===== config.mk =====
export PLATFORM = sky130hd
export DESIGN_NAME = fetch_stage
export DESIGN_NICKNAME = d
export VERILOG_FILES = /design/src/rtl/pipeline_pkg.sv /design/src/rtl/fetch_perf_cnt.sv /design/src/rtl/fetch_stage.sv
export SDC_FILE = /design/constraint.sdc
export NUM_CORES = 1
export LEC_CHECK = 0
export CORE_MARGIN = 8
export CORE_UTILIZATION = 36
export DETAILED_ROUTE_END_ITERATION = 8
export GPL_TIMING_DRIVEN = 0
export PLACE_DENSITY = 0.94
export SYNTH_ARGS = -nofsm -noshare
export SYNTH_HDL_FRONTEND = slang
export SYNTH_HIERARCHICAL = 1
export SYNTH_SLANG_ARGS = --single-unit

===== constraint.sdc =====
create_clock -name clk -period 3.9 [get_ports clk]
set_input_delay 0.78 -clock clk [delete_from_list [all_inputs] [get_ports clk]]
set_output_delay 0.78 -clock clk [all_outputs]
set_load 0.03 [all_outputs]

===== src/rtl/pipeline_pkg.sv =====
// Shared pipeline definitions: word size, NOP encoding, reset PC and next-PC source selector.
package pipeline_pkg;

  localparam int unsigned XLEN = 32;

  localparam logic [XLEN-1:0] NOP_INSTR        = 32'h0000_0000;
  localparam logic [XLEN-1:0] PC_RESET_DEFAULT = 32'h0000_0000;
  localparam logic [XLEN-1:0] CNT_MAX          = 32'hFFFF_FFFF;

  typedef enum logic [2:0] {
    NPC_RESET,
    NPC_BRANCH,
    NPC_HOLD,
    NPC_JUMP,
    NPC_SEQ
  } npc_src_e;

  // Word-addressed PC: one instruction per step, wraps modulo 2^XLEN.
  function automatic logic [XLEN-1:0] pc_inc(input logic [XLEN-1:0] pc);
    return pc + XLEN'(1);
  endfunction

  function automatic logic [XLEN-1:0] sat_inc(input logic [XLEN-1:0] cnt);
    return (cnt == CNT_MAX) ? cnt : cnt + XLEN'(1);
  endfunction

endpackage


===== src/rtl/fetch_perf_cnt.sv =====
// Fetch-stage event counters (fetched / killed / stalled), saturating at all-ones.
module fetch_perf_cnt
  import pipeline_pkg::*;
(
  input  logic            clk,
  input  logic            reset,
  input  logic            stall,
  input  logic            br,
  input  logic            kill,
  output logic [XLEN-1:0] perf_fetched,
  output logic [XLEN-1:0] perf_killed,
  output logic [XLEN-1:0] perf_stalled
);

  logic [XLEN-1:0] fetched_q, fetched_d;
  logic [XLEN-1:0] killed_q, killed_d;
  logic [XLEN-1:0] stalled_q, stalled_d;

  // Exactly one counter advances per non-reset cycle; a branch during stall counts as a kill.
  always_comb begin
    fetched_d = fetched_q;
    killed_d  = killed_q;
    stalled_d = stalled_q;
    if (reset) begin
      fetched_d = '0;
      killed_d  = '0;
      stalled_d = '0;
    end else if (stall && !br) begin
      stalled_d = sat_inc(stalled_q);
    end else if (kill) begin
      killed_d = sat_inc(killed_q);
    end else begin
      fetched_d = sat_inc(fetched_q);
    end
  end

  always_ff @(posedge clk) begin
    fetched_q <= fetched_d;
    killed_q  <= killed_d;
    stalled_q <= stalled_d;
  end

  assign perf_fetched = fetched_q;
  assign perf_killed  = killed_q;
  assign perf_stalled = stalled_q;

endmodule


===== src/rtl/fetch_stage.sv =====
// Instruction-fetch stage: PC register, redirect priority, kill/flush generation.
// Optional performance counters are enabled by defining FETCH_PERF_EN.
module fetch_stage
  import pipeline_pkg::*;
#(
  parameter logic [31:0] PC_RESET = PC_RESET_DEFAULT,
  parameter int unsigned IMEM_AW  = 10
) (
  input  logic               clk,
  input  logic               reset,
  input  logic               stall,
  input  logic               jump_ID,
  input  logic [XLEN-1:0]    jump_target_ID,
  input  logic               branch_EX,
  input  logic [XLEN-1:0]    branch_target_EX,
  input  logic [XLEN-1:0]    imem_data,
  output logic [IMEM_AW-1:0] imem_addr,
  output logic [XLEN-1:0]    PC_F,
  output logic [XLEN-1:0]    Instruction_F,
  output logic [XLEN-1:0]    NPC_F,
  output logic               kill_F,
  output logic               flush_ID
`ifdef FETCH_PERF_EN
  ,
  output logic [XLEN-1:0]    perf_fetched,
  output logic [XLEN-1:0]    perf_killed,
  output logic [XLEN-1:0]    perf_stalled
`endif
);

  logic [XLEN-1:0] pc_q, pc_d;
  logic            br, jp;
  npc_src_e        npc_src;

  // A stalled jump is dropped rather than queued; ID re-presents it once the stall lifts.
  assign br = branch_EX & ~reset;
  assign jp = jump_ID & ~stall & ~reset & ~br;

  always_comb begin
    if (reset) begin
      npc_src = NPC_RESET;
    end else if (br) begin
      npc_src = NPC_BRANCH;
    end else if (stall) begin
      npc_src = NPC_HOLD;
    end else if (jp) begin
      npc_src = NPC_JUMP;
    end else begin
      npc_src = NPC_SEQ;
    end
  end

  always_comb begin
    pc_d = pc_q;
    unique case (npc_src)
      NPC_RESET:  pc_d = PC_RESET;
      NPC_BRANCH: pc_d = branch_target_EX;
      NPC_HOLD:   pc_d = pc_q;
      NPC_JUMP:   pc_d = jump_target_ID;
      NPC_SEQ:    pc_d = pc_inc(pc_q);
      default:    pc_d = pc_q;
    endcase
  end

  always_ff @(posedge clk) begin
    pc_q <= pc_d;
  end

  assign PC_F          = pc_q;
  assign imem_addr     = pc_q[IMEM_AW-1:0];
  assign Instruction_F = imem_data;
  assign NPC_F         = reset ? pc_inc(PC_RESET) : pc_inc(pc_q);
  assign kill_F        = reset | br | jp;
  // The jump itself sits in ID, so only a branch marks ID as wrong-path.
  assign flush_ID      = reset | br;

`ifdef FETCH_PERF_EN
  fetch_perf_cnt u_perf (
    .clk          (clk),
    .reset        (reset),
    .stall        (stall),
    .br           (br),
    .kill         (kill_F),
    .perf_fetched (perf_fetched),
    .perf_killed  (perf_killed),
    .perf_stalled (perf_stalled)
  );
`endif

endmodule


# == Word-level counts from Yosys, hierarchy flattened ==
# Cells that the tools add are included.
# word_totals
ff_bits,32
latch_bits,0
ram_bits,0
mem_bits_ro,0
inputBits,101
out_inout_bits,108
wordCells,22
memories,0
# op_classes
n_addsub,1
multipliers,0
div_mod_pow,0
magnitude_cmp,0
n_eq_ne,3
n_shift,0
muxes,6
bitwise,9
reduce_logical,2
# ops
cell,n
$pmux W32 S4,1
$add A32 B1 Y32 const B,1
$mux W32,1
$mux W3,4
$and A1 B1 Y1,4
$reduce_bool A4 Y1,1
$eq A3 B1 Y1 const B,1
$eq A3 B2 Y1 const B,1
$eq A3 B3 Y1 const B,1
$logic_not A3 Y1,1
$not A1 Y1,3
$or A1 B1 Y1,2

# == Depth between registers and ports, before layout ==
# depth
word_depth,10
mapped_depth,7
ltp_nobuf,6

# == Worst setup path before layout ==
# Ideal clock, no wire load.
# synth_path
path_type,flip-flop to output port
startpoint,"register pc_q[0], in the netlist PC_F[0]"
endpoint,output NPC_F[28]
arrival_time_ns,2.211
t_required_ns,3.120
path_slack_ns,0.909
path_stages_with_launch,7
n_path_buf,0
cell_sequence,edfxtp_1 ha_1 nand4_2 nor4_4 nand4_1 xor2_1 nor2_1
# synth_via
elab_chain_len,2
# synth_lines
element,line_no,source
from (decl),fetch_stage.sv:31,"logic [XLEN-1:0] pc_q, pc_d;"
from (signal assigned),fetch_stage.sv:66,pc_q <= pc_d;
$add A32 B1 Y32,pipeline_pkg.sv:20,return pc + XLEN'(1);
$mux W32,fetch_stage.sv:72,assign NPC_F = reset ? pc_inc(PC_RESET) : pc_inc(pc_q);
to (decl),fetch_stage.sv:20,"output logic [XLEN-1:0] NPC_F,"
# No other way between the ends.

# == Worst setup path in the final report ==
# layout_path
startpoint,"register pc_q[1], in the netlist PC_F[1]"
endpoint,output NPC_F[30]
# The elaborated chain is that of the path after synthesis.

==> impl_summary.txt <==
----------------------------------------------------
[Yosys]
  Flops & latches, synth ... 32
  Flip-flop cell with the highest count after synthesis ... sky130_fd_sc_hd__edfxtp_1
  Mapped Avg Cell Area ... 9.18 sq um
  Yosys cell types ... 42
  Cells after Synth ... around 290
  Proportion of synthesized chip area in sequential cells ... 0.366
  Netlist Area Pre-Place ... approximately 2600 sq um
  Cell accounting for the most synthesized area ... sky130_fd_sc_hd__edfxtp_1
  Yosys synthesis warning count ... 6
  Main area contributors after synthesis ... sky130_fd_sc_hd__edfxtp_1 (37%), sky130_fd_sc_hd__buf_4 (12%), sky130_fd_sc_hd__a22oi_1 (8.3%)
  Asr flop ratio synth ... 0
  Number of flops mapped to enable cells by yosys ... 32
  Number of nets in the synthesized netlist ... 388
  Area fraction of the dominant cell type after synthesis ... 0.366

[Floorplan]
  Number of placed I/O pins ... about 210
  Standard cell core area ... 7180 sq um
  Die width ... 101 um
  Initial Util ... 0.366
  Height of the die ... 101 um
  Cell row count ... 31
  Full die area ... roughly 10000 sq um

[Min path]
  HP Class ... reg2reg
  Number of cells on the worst hold path ... 2
  Launch point of the worst hold path ... PC_F[31]
  End point of the worst hold path ... PC_F[31]

[Timing]
  Post-route clock skew ... ~0.0055 ns
  Setup TNS ... 0 ns
  Hold Violations, Final ... 0
  Unrepaired setup endpoints after global routing ... false
  Peak Freq ... ~270 MHz
  Post-Route Hold Slack ... 0.684 ns
  Total setup violations reported at the end of the flow ... 0
  Minimum period implied by the final worst setup slack ... about 3.7 ns
  Transition time of the tightest slew-check pin ... between 0.8 and 0.9 ns
  Relative max-transition margin ... 0.462
  Final Max Tran Viols ... 0
  Fin crit share ... 0.946

[CTS]
  Clock sinks ... 32
  Number of hold buffers added after cts ... 0
  Cts bufs inserted ... 5
  TritonCTS clock tree ... done
  Root buffer cell ... sky130_fd_sc_hd__clkbuf_8
  Clock slew at reported path FFs ... roughly 0.07 ns
  CTS max path bufs ... 2
  H-tree Lvls ... 2
  Clock latency on the worst-skew pair ... between 0.2 and 0.3 ns

[Final layout]
  Area taken by multi-input logic gates ... 1270 sq um
  Net count reported at finish ... around 570
  Fillers ... about 580
  Area added between synthesis and finish ... 76.1%
  Fraction of final layout cells with drive strength greater than 1 ... 0.145
  Sequential cell area ... slightly below 1000 sq um
  Max reg flops ... 32
  Antenna cell count ... 0

[Worst setup path]
  Setup CP Type ... reg2out
  Startpoint kind of the worst setup timing path ... flop
  Count of cells along the worst register-to-register path ... 6
  Capture instance of the worst register-to-register path ... PC_F[28]
  Arrival time of the worst setup path ... roughly 2.9 ns
  Critical register-to-register path startpoint ... PC_F[1]
  Register-to-Register Setup Slack ... ~1.6 ns
  CP max-delay cell ... sky130_fd_sc_hd__clkdlybuf4s50_1
  Delay of the slowest cell on the worst path ... about 0.70 ns
  Required time at the worst-slack endpoint ... ~3.1 ns
  Worst Setup End Kind ... output port
  Highest net fanout along the worst path ... 6
  Worst path cell trace ... ha_1 -> nand4_2 -> nor4_4 -> nand4_1 -> xor2_1 -> nor2_1 -> clkdlybuf4s50_1

[Routing]
  Via count ... 2916
  WL per Instance ... around 19 um
  DRT Wirelength ... about 11000 um
  Average via count per standard cell ... 5.12
  First DRT Iteration DRCs ... roughly 140
  Count of nets left with antenna violations after detail routing ... 0
  Number of iterations in the first detailed-routing pass ... 4
  Post-route DRC ... 0

[Pwr]
  Max VDD drop ... 0.000141 V
  PwrDens ... 278 nW/um^2
  P_leak ... roughly 1.7 nW

[Placement]
  Routability Congestion ... ~0.83
  Half-perimeter wire length of the detailed placement result ... between 8000 and 9000 um
  Number of buffers added on ports ... 175

[Global routing]
  Initial antenna violation count ... 0
  Total congestion overflow after global routing ... 0
  Pin count of the biggest net entering global routing ... 33
  Global routing usage summed across all routing layers ... 0.204
  Wire length of the first global-routing pass ... 16000 um
  Number of global-route vias before repair ... approximately 3000

[Outcome]
  Outcome ... completed

[Run]
  Count of max-cap constraint violations ... 0

----------------------------------------------------
[through the flow]
stage                     instance area (sq um)  setup WS, ns  total power [mW]  utilization  instances
after floorplan                            2630         0.909             0.723            -        286
after global placement                     4500         0.424             0.967        0.627        560
after detailed placement                   4500         0.319             0.978        0.627        560
after CTS                                  4610         0.122              1.29        0.642        568
after global routing                       4630        0.0265              1.34        0.645        569
final                                      4630         0.209              1.29        0.645        569
[cell families (layout without fill, tap and decap cells)]
group                      count (synthesis)  count (layout)  synth area share
buffers and inverters                     61             245             0.152
and+or+nand+nor                          100             100             0.226
AOI/OAI and AO/OA                         62              62             0.151
DFF                                       32              32             0.366
adders and majority gates                  1               1           0.00476
xor gates and xnor gates                  30              30             0.100
[layout by cell type (no fill, tap or decap), types with 2 or more instances in the layout]
master	count
sky130_fd_sc_hd__a22oi_1	29
sky130_fd_sc_hd__and2_1	2
sky130_fd_sc_hd__and3_1	3
sky130_fd_sc_hd__and4_1	4
sky130_fd_sc_hd__buf_2	4
sky130_fd_sc_hd__buf_4	43
sky130_fd_sc_hd__clkbuf_1	10
sky130_fd_sc_hd__clkbuf_8	5
sky130_fd_sc_hd__clkdlybuf4s50_1	175
sky130_fd_sc_hd__edfxtp_1	32
sky130_fd_sc_hd__inv_1	4
sky130_fd_sc_hd__nand2_1	9
sky130_fd_sc_hd__nand2_2	3
sky130_fd_sc_hd__nand2b_1	2
sky130_fd_sc_hd__nand3_1	8
sky130_fd_sc_hd__nand4_1	14
sky130_fd_sc_hd__nor2_1	36
sky130_fd_sc_hd__nor2b_1	2
sky130_fd_sc_hd__nor3_1	2
sky130_fd_sc_hd__nor4_4	2
sky130_fd_sc_hd__o21ai_0	13
sky130_fd_sc_hd__o21ai_1	15
sky130_fd_sc_hd__xnor2_1	8
sky130_fd_sc_hd__xor2_1	22
[how the worst max path moves through the flow]
| stage | from | to | slack, ns | cells after the start |
|---|---|---|---|---|
| floorplan | PC_F[0] | NPC_F[28] | 0.91 | 6 |
| detailed placement | branch_EX | kill_F | 0.32 | 6 |
| CTS | PC_F[0] | NPC_F[22] | 0.12 | 7 |
| finish | PC_F[1] | NPC_F[30] | 0.21 | 7 |
| global placement | branch_EX | kill_F | 0.42 | 6 |
| global route | PC_F[1] | NPC_F[30] | 0.03 | 7 |
[power breakdown]
group          switching (mW)  internal, mW
sequential             0.0443         0.413
clock                   0.128         0.190
combinational           0.267         0.246
[critical path: cells and delay by family (launching register included)]
family,cells,cell delay (ns)
xor+xnor,1,0.18
fa+ha+maj,1,0.28
buf+inv,1,0.70
flops,1,0.47
simple gates,4,0.99
[cell type report]
type | instances | area share
Tap cell | 99 | 0.0268
Sequential cell | 32 | 0.208
Buffer | 56 | 0.0822
Timing Repair Buffer | 176 | 0.380
Inverter | 5 | 0.00406
Multi-Input combinational cell | 193 | 0.276
Clock buffer | 6 | 0.0157
Clock inverter | 2 | 0.00757
[Yosys cell counts (2+ instances only)]
cell type,instances
sky130_fd_sc_hd__inv_1,4
sky130_fd_sc_hd__nor4_1,2
sky130_fd_sc_hd__nand3_1,8
sky130_fd_sc_hd__and2_1,2
sky130_fd_sc_hd__a22oi_1,29
sky130_fd_sc_hd__buf_2,4
sky130_fd_sc_hd__nand2_1,10
sky130_fd_sc_hd__xnor2_1,8
sky130_fd_sc_hd__nand2_2,2
sky130_fd_sc_hd__o21ai_1,15
sky130_fd_sc_hd__clkbuf_1,9
sky130_fd_sc_hd__nand2b_1,2
sky130_fd_sc_hd__nor3_1,2
sky130_fd_sc_hd__xor2_1,22
sky130_fd_sc_hd__buf_4,42
sky130_fd_sc_hd__nor2b_1,2
sky130_fd_sc_hd__and4_1,4
sky130_fd_sc_hd__nor2_1,36
sky130_fd_sc_hd__and3_1,3
sky130_fd_sc_hd__nor4_4,2
sky130_fd_sc_hd__o21ai_0,13
sky130_fd_sc_hd__edfxtp_1,32
sky130_fd_sc_hd__nand4_1,14
[repair_timing]
| action | in CTS | in global routing |
|---|---|---|
| buffers inserted | 0 | 1 |
| gates resized for setup | 0 | 1 |
| endpoints found under the setup margin | 0 | 3 |
[metal layers]
| metal | vias up | global-route usage | part of all wire |
|---|---|---|---|
| li1 | 1377 | - | - |
| met1 | 1373 | 0.228 | 0.37 |
| met2 | 160 | 0.371 | 0.53 |
| met3 | 6 | 0.0584 | 0.096 |
| met4 | 0 | 0.0481 | 0.0077 |
| met5 | - | 0 | 0 |
No activity file was read; power rests on OpenSTA's default activity.
